===== src/rtl/k005297_pkg.sv =====
// k005297_pkg
// Shared constants and helpers for the K005297 bubble controller slice.
//   - ROT20 slot indices on which the mask shift stage may rotate
//   - mask / position widths
//   - sr_op_e : operation selected for the shift register on an enabled edge
//   - msk_rotr1 : one-step circular right rotation of the mask
package k005297_pkg;

    localparam int ROT_W = 20;
    localparam int MSK_W = 16;
    localparam int POS_W = 4;

    // Data-bit slots of the 20-slot rotator. A and B are always shift slots;
    // C and D only take part in 4-bit mode.
    localparam int SLOT_SHIFT_A = 3;
    localparam int SLOT_SHIFT_B = 8;
    localparam int SLOT_SHIFT_C = 13;
    localparam int SLOT_SHIFT_D = 18;

    typedef enum logic [1:0] {
        SR_HOLD   = 2'd0,
        SR_RELOAD = 2'd1,
        SR_SHIFT  = 2'd2
    } sr_op_e;

    // Rotate right by one: bit 0 wraps to the MSB, so bit 1 becomes the new LSB.
    function automatic logic [MSK_W-1:0] msk_rotr1(input logic [MSK_W-1:0] v);
        return {v[0], v[MSK_W-1:1]};
    endfunction

endpackage


===== src/rtl/k005297_rot20_slotdec.sv =====
// k005297_rot20_slotdec
// Combinational decode of the one-hot-low ROT20 rotator into the mask
// shift slot. Shared with the length counter's count gate so both blocks
// agree on exactly which bit-times carry data.
// Ports:
//   i_ROT20_n    in  20  one-hot-low bit-time rotator
//   i_4BEN_n     in  1   low = 4-bit mode (slots 13 and 18 also active)
//   o_shift_slot out 1   current bit-time is a data/shift slot
module k005297_rot20_slotdec
    import k005297_pkg::*;
(
    input  logic [ROT_W-1:0] i_ROT20_n,
    input  logic             i_4BEN_n,
    output logic             o_shift_slot
);

    logic slot_ab;
    logic slot_cd;
    logic rot_running;

    assign slot_ab = ~i_ROT20_n[SLOT_SHIFT_A] | ~i_ROT20_n[SLOT_SHIFT_B];
    assign slot_cd = ~i_4BEN_n & (~i_ROT20_n[SLOT_SHIFT_C] | ~i_ROT20_n[SLOT_SHIFT_D]);

    // True whenever any slot is active. Logically implied by slot_ab/slot_cd,
    // it keeps the decode qualified by the whole rotator word so an idle
    // (all-ones) rotator can never be mistaken for a slot.
    assign rot_running = ~&i_ROT20_n;

    assign o_shift_slot = rot_running & (slot_ab | slot_cd);

endmodule


===== src/rtl/k005297_mskreg_sr.sv =====
// k005297_mskreg_sr
// Mask register and circular shift stage feeding the supplementary bubble
// data length counter. The CPU writes a 16-bit mask as two bytes into a
// holding register; at page start the mask is copied into a shift register
// which then rotates right on every permitted ROT20 data slot. Bit 0 of the
// shift register gates each bit's contribution to the length count.
// Ports:
//   i_MCLK          in  1   master clock
//   i_RST           in  1   asynchronous active-high reset
//   i_CLK2M_PCEN_n  in  1   2 MHz clock enable, active low
//   i_ROT20_n       in  20  one-hot-low bit-time rotator
//   i_4BEN_n        in  1   low = 4-bit mode (four shift slots per rotation)
//   i_DIN           in  8   CPU write data
//   i_MSKLO_WR      in  1   single-MCLK strobe, write low byte
//   i_MSKHI_WR      in  1   single-MCLK strobe, write high byte and commit
//   i_MSK_RELOAD    in  1   page-start request (level, enabled edges)
//   i_MSK_SHIFT_EN  in  1   sequencer permits rotation
//   o_MSKREG_SR_LSB out 1   shift register bit 0
//   o_MSK_POS       out 4   rotation position since last reload
//   o_MSK_WRAP      out 1   one enable-period pulse on position 15->0
//   o_MSK_PENDING   out 1   committed mask not yet reloaded
//   o_MSK_HOLD      out 16  holding register readback
module k005297_mskreg_sr
    import k005297_pkg::*;
#(
    parameter logic [15:0] MSK_RST_VAL = 16'hFFFF
) (
    input  logic             i_MCLK,
    input  logic             i_RST,
    input  logic             i_CLK2M_PCEN_n,
    input  logic [ROT_W-1:0] i_ROT20_n,
    input  logic             i_4BEN_n,
    input  logic [7:0]       i_DIN,
    input  logic             i_MSKLO_WR,
    input  logic             i_MSKHI_WR,
    input  logic             i_MSK_RELOAD,
    input  logic             i_MSK_SHIFT_EN,
    output logic             o_MSKREG_SR_LSB,
    output logic [POS_W-1:0] o_MSK_POS,
    output logic             o_MSK_WRAP,
    output logic             o_MSK_PENDING,
    output logic [MSK_W-1:0] o_MSK_HOLD
);

    logic [7:0]       lo_stage;
    logic [MSK_W-1:0] hold;
    logic [MSK_W-1:0] sr;
    logic [POS_W-1:0] pos;
    logic             wrap;
    logic             pending;

    logic             shift_slot;
    logic             en_edge;
    sr_op_e           sr_op;

    k005297_rot20_slotdec u_slotdec (
        .i_ROT20_n    (i_ROT20_n),
        .i_4BEN_n     (i_4BEN_n),
        .o_shift_slot (shift_slot)
    );

    assign en_edge = ~i_CLK2M_PCEN_n;

    // Reload outranks a shift so a page always starts at position 0 with
    // the mask LSB presented, even if the reload lands on a data slot.
    always_comb begin
        sr_op = SR_HOLD;
        if (i_MSK_RELOAD) begin
            sr_op = SR_RELOAD;
        end else if (shift_slot && i_MSK_SHIFT_EN) begin
            sr_op = SR_SHIFT;
        end
    end

    // Shift side: only moves on enabled edges.
    always_ff @(posedge i_MCLK or posedge i_RST) begin
        if (i_RST) begin
            sr   <= MSK_RST_VAL;
            pos  <= '0;
            wrap <= 1'b0;
        end else if (en_edge) begin
            case (sr_op)
                SR_RELOAD: begin
                    sr   <= hold;
                    pos  <= '0;
                    wrap <= 1'b0;
                end
                SR_SHIFT: begin
                    sr   <= msk_rotr1(sr);
                    pos  <= pos + POS_W'(1);
                    wrap <= (pos == POS_W'(MSK_W - 1));
                end
                default: begin
                    wrap <= 1'b0;
                end
            endcase
        end
    end

    // CPU side: sampled on every MCLK edge. The HI commit reads lo_stage
    // before this edge's LO write lands, so a simultaneous LO+HI pair
    // commits the previously staged low byte.
    always_ff @(posedge i_MCLK or posedge i_RST) begin
        if (i_RST) begin
            lo_stage <= 8'hFF;
            hold     <= MSK_RST_VAL;
        end else begin
            if (i_MSKHI_WR) begin
                hold <= {i_DIN, lo_stage};
            end
            if (i_MSKLO_WR) begin
                lo_stage <= i_DIN;
            end
        end
    end

    // A commit on the same edge as a reload wins: the reload took the old
    // hold, so the new mask is still waiting for the next page.
    always_ff @(posedge i_MCLK or posedge i_RST) begin
        if (i_RST) begin
            pending <= 1'b0;
        end else if (i_MSKHI_WR) begin
            pending <= 1'b1;
        end else if (en_edge && (sr_op == SR_RELOAD)) begin
            pending <= 1'b0;
        end
    end

    assign o_MSKREG_SR_LSB = sr[0];
    assign o_MSK_POS       = pos;
    assign o_MSK_WRAP      = wrap;
    assign o_MSK_PENDING   = pending;
    assign o_MSK_HOLD      = hold;

endmodule

===== config.mk =====
export PLATFORM = sky130hd
export DESIGN_NAME = k005297_mskreg_sr
export DESIGN_NICKNAME = d
export VERILOG_FILES = /design/src/rtl/k005297_pkg.sv /design/src/rtl/k005297_rot20_slotdec.sv /design/src/rtl/k005297_mskreg_sr.sv
export SDC_FILE = /design/constraint.sdc
export NUM_CORES = 1
export LEC_CHECK = 0
export ABC_CLOCK_PERIOD_IN_PS = 1740
export BUFFER_PORTS_ARGS = -buffer_cell sky130_fd_sc_hd__buf_2
export CAP_MARGIN = 15
export CORE_MARGIN = 8
export CORE_UTILIZATION = 25
export DETAILED_ROUTE_END_ITERATION = 16
export SLEW_MARGIN = 20
export SYNTH_ARGS = -nofsm -noshare
export SYNTH_HDL_FRONTEND = slang
export SYNTH_SLANG_ARGS = --single-unit

===== constraint.sdc =====
create_clock -name i_MCLK -period 1.74 [get_ports i_MCLK]
set_input_delay 0 -clock i_MCLK [delete_from_list [all_inputs] [get_ports i_MCLK]]
set_output_delay 0 -clock i_MCLK [all_outputs]
set_load 0.05 [all_outputs]

-- Word-level counts from Yosys, hierarchy flattened
Index checks and enable logic that the tools add are counted.
- $add $sub $neg: 1
- equal/unequal tests: 3
- muxes and demuxes: 7
- bitwise logic cells: 11
- reductions and logical operators: 7
- operators by type and width (cell ; number):
    one-hot mux 16 bit (2 select lines) ; 1
    AND reduction 20 bit ; 1
    one-hot mux 4 bit (2 select lines) ; 1
    NOT 1 bit ; 6
    adder 4 x 1 -> 4 bit (second input constant) ; 1
    equality test 4 bit (second input constant) ; 1
    2-to-1 mux 2 bit ; 2
    nonzero test 2 bit ; 2
    2-to-1 mux 1 bit ; 3
    bitwise OR 1 bit ; 3
    bitwise AND 1 bit ; 2
    equality test 2 x 1 -> 1 bit (second input constant) ; 1
    equality test 2 bit (second input constant) ; 1
    logical AND 1 bit ; 2
    AND reduction 2 bit ; 1
    logical NOT 1 bit ; 1
- register bits: 46
- output and inout port bits: 23

-- Depth between registers and ports, before layout
- word-level depth: 12
- mapped depth: 6

-- By module
A second synthesis with hierarchy kept.
- cell total of the unflattened synthesis: 160
- area total of the unflattened synthesis: 2087.0 µm²
- modules (own cells, without submodules) (module ; instances ; cells each ; area each (µm²)):
    k005297_mskreg_sr ; 1 ; 158 ; 2069.5
    k005297_rot20_slotdec ; 1 ; 2 ; 17.5

-- Least setup slack after synthesis
Ideal clock, no wire load.
- path type: register -> register
- from: register pos[0] (netlist: o_MSK_POS[0])
- to: register pos[1] (netlist: o_MSK_POS[1])
- library setup time: 0.070 ns
- arrival: 1.599 ns
- data required time: 1.670 ns
- setup slack: 0.071 ns
- cell stages (with the launch flop): 4
- period minus slack after synthesis: 1.669 ns
- path through: dfrtp_1 ha_1 or4b_2 nand3_1
- cells in the longest elaborated chain, start to end: 2
- RTL lines (what ; RTL line ; source):
    start: declaration ; k005297_mskreg_sr.sv:48 ; logic [POS_W-1:0] pos;
    start signal: assignment ; k005297_mskreg_sr.sv:90 ; pos <= pos + POS_W'(1);
    adder 4 x 1 -> 4 bit ; k005297_mskreg_sr.sv:90 ;
    one-hot mux 4 bit (2 select lines) ; k005297_mskreg_sr.sv:82 ; case (sr_op)
No other way between the ends.
A chain may end at the register's enable or synchronous reset.

-- Worst setup path in the final report
Ends and elaborated chain as after synthesis.

==> PnR_summary.wiki <==
{| class="wikitable"
! Metric !! Value
|-
| Count of distinct cell types in the synthesized netlist || 26
|-
| Global placer's final weighted congestion || about 0.7
|-
| FF-to-FF Start || o_MSK_POS[0]
|-
| Slowest stage cell on the critical path || or4b_2
|-
| Number of buffers added by the clock tree synthesis step || 5
|-
| Overall track demand over capacity in global routing || under 10%
|-
| Routed WL || between 4000 and 5000 um
|-
| Highest-count cells in the layout ignoring fill and taps || 42 x buf_2, 40 x dfstp_2, 24 x mux2_2
|-
| Number of input and output port buffers inserted || between 40 and 50
|-
| Clock input transition at the sequential cells of the worst setup and hold paths || around 90 ps
|-
| Clock skew after layout || between 10 and 15 ps
|-
| Via density per instance || around 4.5
|-
| Count of pins over their slew limit || 0
|-
| Wire length per cell || approximately 14 um
|-
| Max_slew headroom || between 40 and 50%
|-
| P per Cell Area || 1170 nW/um2
|-
| Net Count, Synth || around 180
|-
| Total number of vias || about 1.3k
|-
| Kind of start point of the critical path || register
|-
| Wire length of the first global-routing pass || about 7000 um
|-
| CTS tree || done
|-
| Main combinational cell family by area after synthesis || multiplexers
|-
| Core region area || 7730 um2
|-
| Cell type with the largest total area after synthesis || dfstp_2
|-
| Multiplexer share of the synthesized area || approximately 14%
|-
| Critical path fanouts, max || 6
|-
| Top area cells in the synthesized netlist || dfstp_2 53%, mux2_2 14%, dfrtp_1 7.6%
|-
| Synth warnings || 0
|-
| Initial antenna violation count || 0
|-
| Delay of the slowest critical-path stage || about 570 ps
|-
| Tcrit/Tclk final || 85.3%
|-
| Share of Yosys cell area claimed by the top area cell type || 53.0%
|-
| Clock insertion delay at the later pin of the skew report || roughly 300 ps
|-
| Via count of the first global-routing pass || about 1.4k
|-
| Setup repair after global routing missed its margin || false
|-
| Final setup viols || 0
|-
| Worst-case clock buffer depth || 2
|-
| Num Clock Sinks || 46
|-
| Worst setup path category || register to register
|-
| Number of buffers inserted for hold repair after clock tree synthesis || 9
|-
| Synth Area in Compound Gates || between 10% and 20%
|-
| Number of instances in the synthesized netlist || around 140
|-
| Vert. Die Dim || roughly 110 um
|-
| Hold path startpoint || i_CLK2M_PCEN_n
|-
| Path type of the worst min-delay path || primary input to register
|-
| Category of the worst setup path capture point || register
|-
| Post-synth design cell area || between 1500 and 2000 um2
|-
| Count of boundary I/O pins || about 60
|-
| Instance count along the most critical hold path || 3
|-
| Time the worst path needs with I/O delays and setup || between 1000 and 1500 ps
|-
| Fraction of the mapped netlist area in adder cells || less than 1%
|-
| Fraction of layout cells with a size suffix above 1 || between 70% and 80%
|-
| Remaining Overflow, GRT || 0
|-
| Cell chosen for the clock root || clkbuf_8
|-
| Avg Synthesized Cell Area || around 14 um2
|-
| Slew @ Worst Pin || about 800 ps
|-
| Data arrival at the endpoint of the critical path || roughly 1700 ps
|-
| Worst Hold End || o_MSK_POS[3]
|-
| Number of diodes added for antenna fixing || 0
|-
| CTS H-tree depth || 2
|-
| 1st-pass router iterations || 4
|-
| Die area || 11000 um2
|-
| Largest net degree at the start of global routing || 26
|-
| Worst IR Drop VDD || between 0.5 and 0.6 mV
|-
| Worst reg2reg path endpoint || o_MSK_POS[1]
|-
| Total Nets Final || between 200 and 250
|-
| Synthesized-area fraction occupied by and/or/nand/nor cells || 10.5%
|-
| Relative area change from synthesis to final layout || 26.3%
|-
| Critical Path RT || 1980 ps
|-
| Leakage Power || slightly above 1 nW
|-
| Xor and xnor fraction of the mapped netlist area || 0%
|-
| Final-report hold violation count || 0
|-
| Status || finished clean
|-
| Max Clk Rate || around 0.67 GHz
|-
| 1st-iter DRT viols || 47
|-
| Num rows || 32
|-
| Final ANT Viol Nets || 0
|-
| Residual DRC count || 0
|-
| Width of the die || approximately 110 um
|-
| Final sum of negative setup slack || 0 ps
|-
| PostCTS Resize Cnt || 0
|-
| Cells along the critical path || ha_1 -> or4b_2 -> nand3_1
|-
| Utilization after layout || 32.4%
|-
| Buffer count from post-CTS setup fixing || 0
|-
| Sequential share of the synthesized area || 60.6%
|-
| Worst hold margin || roughly 16 ps
|-
| Most common cell after layout, fill and taps aside || buf_2
|-
| Setup slack of the worst register-to-register path || approximately 260 ps
|-
| Initial Util || around a quarter
|-
| #FFs+latches synth || 46
|-
| Max-cap viol count || 0
|-
| DP Wirelength || a little over 3000 um
|-
| Path depth of the worst reg2reg path || 3
|}
[worst max-delay path by stage]
stage / startpoint / to / slack, ps / cells after the start
2_1_floorplan: o_MSK_POS[0] / o_MSK_POS[1] / 70 / 3
3_5_place_dp: o_MSK_POS[0] / o_MSK_POS[1] / 270 / 3
3_3_place_gp: o_MSK_POS[0] / o_MSK_POS[1] / 300 / 3
5_1_grt: o_MSK_POS[0] / o_MSK_POS[1] / 180 / 3
4_1_cts: o_MSK_POS[0] / o_MSK_POS[1] / 250 / 3
6_report: o_MSK_POS[0] / o_MSK_POS[1] / 260 / 3
[metal layers]
metal / GRT usage (%) / wire length (um) / up-vias
li1: - / - / 624
met1: 9.48 / 1940 / 662
met3: 2.33 / 126 / 6
met2: 13.3 / 2110 / 22
met5: 0 / 0 / -
met4: 2.75 / 59 / 0
[metrics by stage]
stage                     setup WS, ps  cells  total power, mW  area, um2
after floorplan                   71.0    141             1.94       1980
after global placement             300    278             2.11       2300
after detailed placement           273    278             2.12       2300
after CTS                          253    295             2.97       2500
after global routing               176    295             3.07       2500
final                              256    295             2.93       2500
[synthesized netlist by cell type]
cell	count
a21oi_2	2
o221a_2	7
ha_1	1
o21ai_0	2
or2_2	17
or4b_2	1
dfstp_2	40
nor2_1	1
o221a_1	9
buf_1	1
o311ai_0	1
o21ai_2	1
nand2_1	5
or4_1	1
a21o_1	1
clkbuf_1	2
or4b_1	1
nand2b_1	1
o211ai_1	1
dfrtp_1	6
buf_6	1
or3_1	1
buf_2	4
nand3_1	8
inv_1	2
mux2_2	24
[power by group]
part	internal, mW	total [mW]	switching, mW
registers	1.32	1.44	0.119
clock network	0.469	0.819	0.350
logic	0.239	0.667	0.428
total	2.03	2.93	0.897
[sequential cells by signal, summed over array words and instances (netlist names)]
signal,count
o_MSK_PENDING,1
lo_stage,8
o_MSK_WRAP,1
o_MSK_HOLD,16
sr,16
o_MSK_POS,4
[cells by family (layout without fill, tap and decap cells)]
family,Yosys count,in the layout
flops,46,46
buf+inv,10,62
simple gates,36,36
fa+ha+maj,1,1
compound gates,24,24
mux,24,24
[critical path, delay by kind of cell (launching register included)]
kind                     cells  cell delay, ps
adder cells (fa/ha/maj)      1             300
flip-flops                   1             450
AND/OR/NAND/NOR              2             670
[area by class of cell]
type | instances | area (um2)
fillers | 768 | 5220
flip-flops and latches | 46 | 1200
multi-input cells | 85 | 732
repair buffers | 52 | 320
well taps | 102 | 128
clock buffers | 7 | 86.3
clock inverters | 1 | 30.0
inverters | 2 | 7.51
Power figures use the tool's default switching activity.
